$ cat src/rtl/freq_meter_pkg.sv
// freq_meter_pkg
// Shared definitions for the frequency meter slice.
//   state_t              : FSM state encoding used by freq_meter
//   DEFAULT_GATE_CYCLES  : default gate window length in clk cycles. The clock
//                          divider uses the same value as its terminal count, so
//                          a divider output measured here reads back as one
//                          edge per window.
package freq_meter_pkg;

   typedef enum logic [1:0] {
      IDLE    = 2'd0,
      MEASURE = 2'd1,
      DONE    = 2'd2
   } state_t;

   localparam int unsigned DEFAULT_GATE_CYCLES = 500_000;

endpackage

$ cat src/rtl/freq_meter_sync_edge_detect.sv
// sync_edge_detect
// Brings an asynchronous slow signal into the clk domain and flags its rising
// edges.
//   clk    in  system clock, all flops on posedge
//   reset  in  asynchronous active-low reset (asserted when 0)
//   sig_in in  asynchronous input signal
//   rise   out single-cycle pulse, one per synchronized rising edge of sig_in
module sync_edge_detect (
   input  logic clk,
   input  logic reset,
   input  logic sig_in,
   output logic rise
);

   logic s1;
   logic s2;
   logic s3;

   // s1/s2 form the metastability synchronizer. s3 remembers the previous
   // synchronized value so a 0->1 step can be spotted. The chain runs in every
   // FSM state so history is always valid when a window opens.
   always_ff @(posedge clk or negedge reset) begin
      if (!reset) begin
         s1 <= 1'b0;
         s2 <= 1'b0;
         s3 <= 1'b0;
      end else begin
         s1 <= sig_in;
         s2 <= s1;
         s3 <= s2;
      end
   end

   assign rise = s2 & ~s3;

endmodule

$ cat src/rtl/freq_meter.sv
// freq_meter
// Counts rising edges of a slow asynchronous signal over a fixed gate window
// of GATE_CYCLES clk cycles and publishes one result per window.
//   clk    in  system clock
//   reset  in  asynchronous active-low reset (asserted when 0)
//   en     in  measurement enable (level)
//   sig_in in  asynchronous signal under measurement
//   count  out rising edges counted in the last completed window
//   valid  out one-cycle strobe, count/ovf updated on this cycle
//   ovf    out last completed window saturated the edge counter
//   busy   out high while a gate window is open
module freq_meter
   import freq_meter_pkg::*;
#(
   parameter int unsigned GATE_CYCLES = DEFAULT_GATE_CYCLES,
   parameter int unsigned CNT_W       = 16,
   parameter int unsigned GATE_W      = 25
) (
   input  logic             clk,
   input  logic             reset,
   input  logic             en,
   input  logic             sig_in,
   output logic [CNT_W-1:0] count,
   output logic             valid,
   output logic             ovf,
   output logic             busy
);

   localparam logic [GATE_W-1:0] GATE_LAST = GATE_W'(GATE_CYCLES - 1);
   localparam logic [CNT_W-1:0]  CNT_MAX   = '1;

   state_t              state;
   state_t              next_state;
   logic [GATE_W-1:0]   gate_cnt;
   logic [CNT_W-1:0]    edge_cnt;
   logic                sat;
   logic                rise;

   sync_edge_detect u_sync (
      .clk    (clk),
      .reset  (reset),
      .sig_in (sig_in),
      .rise   (rise)
   );

   // State register.
   always_ff @(posedge clk or negedge reset) begin
      if (!reset) begin
         state <= IDLE;
      end else begin
         state <= next_state;
      end
   end

   // Next-state logic. Dropping en during a window aborts it straight back to
   // IDLE, taking priority over the end-of-window check so a window abandoned
   // on its last cycle is never published. DONE lasts exactly one cycle and
   // chains into a new window when en is still high.
   always_comb begin
      next_state = state;
      case (state)
         IDLE: begin
            if (en) begin
               next_state = MEASURE;
            end
         end
         MEASURE: begin
            if (!en) begin
               next_state = IDLE;
            end else if (gate_cnt == GATE_LAST) begin
               next_state = DONE;
            end
         end
         DONE: begin
            next_state = en ? MEASURE : IDLE;
         end
         default: begin
            next_state = IDLE;
         end
      endcase
   end

   assign busy = (state == MEASURE);

   // Gate and edge counters. They only run in MEASURE and sit at zero in every
   // other state, so each window starts clean. A rise on the final gate cycle
   // is still counted because the count register is loaded a cycle later in
   // DONE. Once the edge counter reaches all-ones it holds and further rises
   // only set the saturation flag.
   always_ff @(posedge clk or negedge reset) begin
      if (!reset) begin
         gate_cnt <= '0;
         edge_cnt <= '0;
         sat      <= 1'b0;
      end else begin
         case (state)
            MEASURE: begin
               gate_cnt <= gate_cnt + GATE_W'(1);
               if (rise) begin
                  if (edge_cnt == CNT_MAX) begin
                     sat <= 1'b1;
                  end else begin
                     edge_cnt <= edge_cnt + CNT_W'(1);
                  end
               end
            end
            default: begin
               gate_cnt <= '0;
               edge_cnt <= '0;
               sat      <= 1'b0;
            end
         endcase
      end
   end

   // Result registers. Loaded only from DONE, so an aborted window leaves the
   // previous result in place. valid is registered alongside count/ovf so all
   // three change on the same edge, and since DONE never repeats back to back
   // valid can never be high for two cycles in a row.
   always_ff @(posedge clk or negedge reset) begin
      if (!reset) begin
         count <= '0;
         ovf   <= 1'b0;
         valid <= 1'b0;
      end else begin
         valid <= (state == DONE);
         if (state == DONE) begin
            count <= edge_cnt;
            ovf   <= sat;
         end
      end
   end

endmodule

$ cat config.mk
export PLATFORM = sky130hd
export DESIGN_NAME = freq_meter
export DESIGN_NICKNAME = d
export VERILOG_FILES = /design/src/rtl/freq_meter_pkg.sv /design/src/rtl/freq_meter_sync_edge_detect.sv /design/src/rtl/freq_meter.sv
export SDC_FILE = /design/constraint.sdc
export NUM_CORES = 1
export LEC_CHECK = 0
export CAP_MARGIN = 20
export CORE_ASPECT_RATIO = 1.2
export CORE_MARGIN = 2
export CORE_UTILIZATION = 38
export DETAILED_ROUTE_END_ITERATION = 10
export HOLD_SLACK_MARGIN = 0.02
export PLACE_DENSITY_LB_ADDON = 0.15
export SYNTH_ARGS = -nofsm -noshare
export SYNTH_HDL_FRONTEND = slang
export SYNTH_HIERARCHICAL = 1
export SYNTH_SLANG_ARGS = --single-unit
$ cat constraint.sdc
create_clock -name clk -period 1.7 [get_ports clk]
set_clock_uncertainty 0.1 [all_clocks]
set_input_delay 0.51 -clock clk [delete_from_list [all_inputs] [get_ports clk]]
set_output_delay 0.51 -clock clk [all_outputs]
set_load 0.1 [all_outputs]
==> impl_metrics.toml, run 1 <==
[worst_hold_path]
worstHoldPathType = "input pin to asynchronous set/reset pin"

[final_layout]
nNetsFinal = 374
antenna_cells = 0
area_added_between_synthesis_and_finish_pct = 41.24
final_layout_size_suffix_gt1_frac = 0.3844

[setup_path]
slowest_stage = "dfrtp_1"
timing.critical_path.buf_inv = 2
cp_data_arrival_time_ps = 1850
cp_slowest_stage_delay_ps = 400
worst-path-stages = 7
criticalPathCategory = "register to register"
required_ps = 1820
worstSetupStartpointType = "register"
r2r-start = "edge_cnt[1]"
timing.critical_path.max_delay_family = "flip-flops"
path_cells = "ha_4 -> nand3_4 -> buf_6 -> o41ai_2 -> buf_4 -> mux2i_1 -> nor2_1"
timing.reg2reg.worst_path_depth = 7
timing.critical_path.to = "edge_cnt[1]"
r2r_slack_ps = -40
worstReg2RegEnd = "edge_cnt[1]"
crit_path_end_kind = "register"
cp_max_fo = 6
crit_start = "edge_cnt[1]"

[clocking]
cts.path.max_buffers = 2
clkSinkCount = 65
cts-root-buf = "clkbuf_8"
hold_buffers = 0
htreeDepth = 3
cts_tree = "done"
register_clock_pin_slew_on_the_reported_worst_setup_and_hold_paths_ps = 70
cts_buffers = 9
clk_latency_ps = 330

[yosys]
synth_top_flop_cell = "dfrtp_1"
ys_warn_count = 6
postSynthNetCount = 291
syn_area_um2 = 3070
synth-edff-count = 0
post_synthesis_share_of_cell_area_spent_on_full_adders_half_adders_and_majority_gates = 0.008150
synthMuxAreaShare = 0.07824
ys_seq_elements = 65
cell_taking_the_most_area_after_synthesis = "dfrtp_1"
synth.area.top_cells = "dfrtp_1 (53%), mux2_2 (5.9%), nor2_1 (2.9%)"
synth_top_family_by_area = "simple AND/OR/NAND/NOR gates"
cells_after_synthesis = 285
number_of_distinct_library_cell_variants_in_the_gate_level_netlist_after_synthesis = 46
area_fraction_in_and_or_nand_and_nor_cells_after_synthesis = 0.2258
synth.yosys.seq_area_share = 0.5297
postSynthAreaPerCell_um2 = 10.77
synth_largest_type_area_fraction = 0.5297
synthArstFlopShare = 1.000
yosys.area_share.xor_xnor = 0.03993
synth-compound-area-share = 0.09495

[global_route]
first_global_vias = 2456
overflow = 0
grt_pass1_wl_um = 11880
grt_max_degree = 66
grt_antenna_before_repair = 0
total_global_routing_track_utilization = 0.1731

[sta]
rsz0062_at_grt = "yes"
hold_viol_final = 0
worst-slew-pin-transition_ps = 357.7
max_slew_margin = 0.7594
final_min_period_ps = 1736
timing.final.crit_share = 1.021
postLayoutSetupSlackWorst_ps = -35.78
slew_viol_final = 0
setup_violations = 2
max_freq_mhz = 576.1

[route]
drt_first_iter_violations = 157
viasPerCell = 5.463
route.final.wire_length_um = 6847
drc_errors = 0
drt-wirelength-per-cell_um = 14.76
drt_pre_antenna_iters = 4
dr_total_vias = 2535
postRouteAntennaNets = 0

[power]
peakVddDrop_mv = 0.4385
leakagePower_nw = 1.930
internal_power_mw = 2.361
switching_share = 0.2227
clkPwrFrac = 0.434
power.share.sequential = 0.517
power_frac_comb = 0.049
power_after_layout_mw = 3.038
netSwitchingPower_mw = 0.6765
power_per_cell_area_nw_per_um2 = 700.4

[floorplan]
die_width_um = 86.06
fp.coreArea_um2 = 7751
die_h_um = 102.5
core.rowCount = 35
initial_utilization = 0.3961
i_o_pin_count = 23
die-area_um2 = 8818

[place]
gp_congestion = 0.7691
place.port_buffers = 22
place_worst_setup_slack_ps = -70.85
detailedPlacementHpwl_um = 4671

[outcome]
failed_checks = "setup timing"
status = "complete, but fails checks"

[flow_run]
timing.max_cap.violations = 0
[metrics by stage]
stage	instances	instance area [µm²]	setup TNS, ps	util	hold WS [ps]
global placement	441	3960	-109.5	0.5109	233.3
detailed placement	441	3960	-187.3	0.5109	250.4
finish	464	4337	-50.66	0.5595	87.68
floorplan	285	3095	-189.8	-	114.4
global route	464	4337	-1206	0.5595	105.5
CTS	457	4200	-32.95	0.5419	92.45
[flip-flops by register name, indices dropped and copies added (netlist names)]
name       flops
ovf            1
state          2
valid          1
count         16
edge_cnt      16
gate_cnt      25
u_sync/s2      1
u_sync/s3      1
sat            1
u_sync/s1      1
[what timing repair did]
action | 4_1_cts | 5_1_grt
resized for setup | 12 | 18
endpoints found under the setup margin | 9 | 27
setup buffers | 1 | 7
pin swaps | 1 | 16
[area by class of cell]
class,count,area [µm²]
clock buffers,12,155.1
inverters,5,23.77
repair buffers,82,884.6
clock inverters,3,40.04
multi-input cells,205,1490
flip-flops and latches,65,1628
well taps,92,115.1
fillers,682,3415
[logic make-up (layout without fill, tap and decap cells)]
group,count (synthesis),in the layout
AOI/OAI and AO/OA,44,44
xor gates and xnor gates,14,14
adders and majority gates,2,2
buffers and inverters,15,102
DFF,65,65
muxes,22,22
and+or+nand+nor,123,123
[synth_stat cells (all sizes together), types with 7 or more instances]
cell type	count
a21oi	15
and4	7
dfrtp	65
mux2	16
nand2	19
nand3	14
nand4	14
nor2	24
nor4	8
o21ai	7
or3	8
xnor2	8
[how the worst min path moves through the flow]
stage                     startpoint        end  slack, ps  cells after the start
after floorplan                reset   count[0]        110                      0
after global placement     u_sync/s1  u_sync/s2        230                      0
after detailed placement   u_sync/s1  u_sync/s2        250                      0
after CTS                      reset      valid         90                      2
after global routing           reset      valid        110                      2
final                          reset  count[15]         90                      2
[layer usage]
layer | up-vias | track usage | wire, µm
li1 | 1223 | - | -
met1 | 1262 | 0.2388 | 3259
met2 | 42 | 0.2677 | 3289
met3 | 8 | 0.03231 | 198
met4 | 0 | 0.07326 | 99
met5 | - | 0 | 0
[layout by cell type, fill, tap and decap left out, types with 4 or more instances in the layout]
cell	n
clkbuf_8	11
o21ai_0	6
nor2_1	23
and3_1	4
nand3_1	10
dfrtp_1	64
xnor2_1	7
a21oi_1	15
mux2i_1	6
and2_1	4
nand2_1	17
o31ai_1	6
nand4_1	14
nor4_1	6
xor2_1	6
or4_1	4
buf_4	57
mux2_2	16
nand2b_1	6
buf_12	21
and4_1	4
[power by group through the flow]
stage                     combinational, mW  sequential [mW]  clock, mW
final                                 0.147             1.57       1.32
after global routing                  0.165             1.57       1.44
after CTS                             0.145             1.57       1.36
after detailed placement              0.141             1.60          0
after global placement                0.140             1.60          0
after floorplan                      0.0558             1.60          0
Power figures use the tool's default switching activity.
==> run 2, diff against run 1 <==
- MAX_ROUTING_LAYER: default -> met4
==> run 2 against run 1 <==
Compared with the run above:
- the run still ends with setup timing left
- via count rose by 0.47%
- setup slack improved by 1.8 ps
- maximum frequency rose by 0.10%
- clock power barely moved
- global-route usage rose by 0.55 points
- sequential power barely moved
- combinational power barely moved
- register-to-register slack barely moved
- non-clock buffer count did not move
- sequential cell count did not move
- die area did not move
- critical path type unchanged
- largest power group unchanged
- highest routed layer unchanged
==> impl_metrics.toml, run 2 (same netlist as run 1, synthesis figures left out) <==
[outcome]
status = "complete, but fails checks"
failed_checks = "setup timing"

[floorplan]
i_o_pin_count = 23
fp.coreArea_um2 = 7751
initial_utilization = 0.3961
die_h_um = 102.5
die_width_um = 86.06
core.rowCount = 35
die-area_um2 = 8818

[worst_hold_path]
worstHoldPathType = "input pin to asynchronous set/reset pin"

[route]
postRouteAntennaNets = 0
viasPerCell = 5.489
drc_errors = 0
drt_first_iter_violations = 165
route.final.wire_length_um = 6839
drt-wirelength-per-cell_um = 14.74
dr_total_vias = 2547
drt_pre_antenna_iters = 4

[place]
postPlaceCellArea_um2 = 3960
detailedPlacementHpwl_um = 4671
place.port_buffers = 22
placed_cells = 441
gp_congestion = 0.7794

[clocking]
cts-root-buf = "clkbuf_8"
register_clock_pin_slew_on_the_reported_worst_setup_and_hold_paths_ps = 70
htreeDepth = 3
clk_latency_ps = 330
cts.path.max_buffers = 2
cts_buffers = 9
clkSinkCount = 65
cts_tree = "done"

[final_layout]
number_of_flip_flops_under_the_largest_register_name = 25
final_cell_mix = "dfrtp_1 (64), buf_4 (57), nor2_1 (23)"
nNetsFinal = 374
mostFrequentLayoutCell = "dfrtp_1"
top_regs = "gate_cnt (25), count (16), edge_cnt (16)"
final_layout_size_suffix_gt1_frac = 0.3844
antenna_cells = 0
largest_register = "gate_cnt"
area_of_all_placed_cells_without_fillers_um2 = 4337
number_of_standard_cells_in_the_final_layout_excluding_fillers = 464
area_added_between_synthesis_and_finish_pct = 41.24

[global_route]
groute.layer.met3.usage = 0.03150
overflow = 0
grt_pass1_wl_um = 11870
grt_antenna_before_repair = 0
grt_max_degree = 66
first_global_vias = 2455
global_route_track_usage_on_met1 = 0.2409
global_route.peak_usage_layer = "met2"
total_global_routing_track_utilization = 0.1786
grt_util_met2 = 0.2665

[setup_path]
slowest_stage = "dfrtp_1"
required_ps = 1820
path_cells = "ha_4 -> nand3_4 -> buf_6 -> o41ai_2 -> buf_4 -> mux2i_1 -> nor2_1"
cp_slowest_stage_delay_ps = 400
cp_max_fo = 6
criticalPathCategory = "register to register"
worstSetupStartpointType = "register"
cp_data_arrival_time_ps = 1850
crit_path_end_kind = "register"

[sta]
worst-slew-pin-transition_ps = 355.6
postLayoutSetupSlackWorst_ps = -33.98
final_min_period_ps = 1734
setup_violations = 3
max_freq_mhz = 576.7
hold_viol_final = 0
timing.final.crit_share = 1.020
rsz0062_at_grt = "yes"
slew_viol_final = 0
max_slew_margin = 0.7607

[power]
internal_power_mw = 2.361
power_frac_comb = 0.049
power_after_layout_mw = 3.038
power_per_cell_area_nw_per_um2 = 700.5
netSwitchingPower_mw = 0.6766
leakagePower_nw = 1.930
peakVddDrop_mv = 0.4387
clkPwrFrac = 0.434
switching_share = 0.2227
power.share.sequential = 0.517

[flow_run]
timing.max_cap.violations = 0
## run 2: cell counts in the layout (fill, tap and decap cells not counted)
No cell type changed its count.
## run 2: power by group through the flow
stage / Clock (mW) / Combinational, mW / Sequential (mW)
after floorplan: 0 / 0.0558 / 1.60
after global placement: 0 / 0.140 / 1.60
after detailed placement: 0 / 0.141 / 1.60
after CTS: 1.36 / 0.145 / 1.57
after global routing: 1.44 / 0.165 / 1.57
final: 1.32 / 0.147 / 1.57
## run 2: metal layers
layer / up-vias / share of wire
met5: - / 0
met4: 0 / 0.015
met3: 8 / 0.026
met2: 49 / 0.48
met1: 1264 / 0.48
li1: 1226 / -
## run 2: cell type report
class                   instances  area, µm²
clock buffers                  12      155.1
clock inverters                 3      40.04
fillers                       682       3415
inverters                       5      23.77
multi-input cells             205       1490
flip-flops and latches         65       1628
well taps                      92      115.1
repair buffers                 82      884.6
## run 2: what timing repair did
action                     4_1_cts  5_1_grt
hold buffers                     0        0
pin swaps                        1       15
hold endpoints to repair         0        0
buffers inserted                 1        7
setup endpoints to repair        9       27
gates resized for setup         12       18
## run 2: worst max-delay path, delay by kind of cell, from the launching register on
| family | cells | cell delay [ps] |
|---|---|---|
| simple gates | 2 | 140 |
| buf+inv | 2 | 320 |
| fa+ha+maj | 1 | 180 |
| mux | 1 | 180 |
| compound gates | 1 | 310 |
| flops | 1 | 400 |
## run 2: worst paths after layout
path                        startpoint           end  slack, ps  depth (start not counted)
setup / recovery           edge_cnt[1]   edge_cnt[1]        -30                          7
hold / removal                   reset     count[15]         90                          2
setup reg to reg           edge_cnt[1]   edge_cnt[1]        -30                          7
hold reg to reg              u_sync/s1     u_sync/s2        270                          0
max in group asynchronous        reset  gate_cnt[14]       1110                          2
min in group clk             u_sync/s1     u_sync/s2        270                          0
## run 2: metrics by stage
stage	setup slack [ps]	setup TNS (ps)	util	hold WS (ps)
2_1_floorplan	-72.66	-189.8	-	114.4
3_3_place_gp	-94.02	-109.5	0.5109	233.3
3_5_place_dp	-70.85	-187.3	0.5109	250.4
4_1_cts	-32.95	-32.95	0.5419	92.45
5_1_grt	-142.5	-1198	0.5595	103.4
6_report	-33.98	-47.69	0.5595	86.72
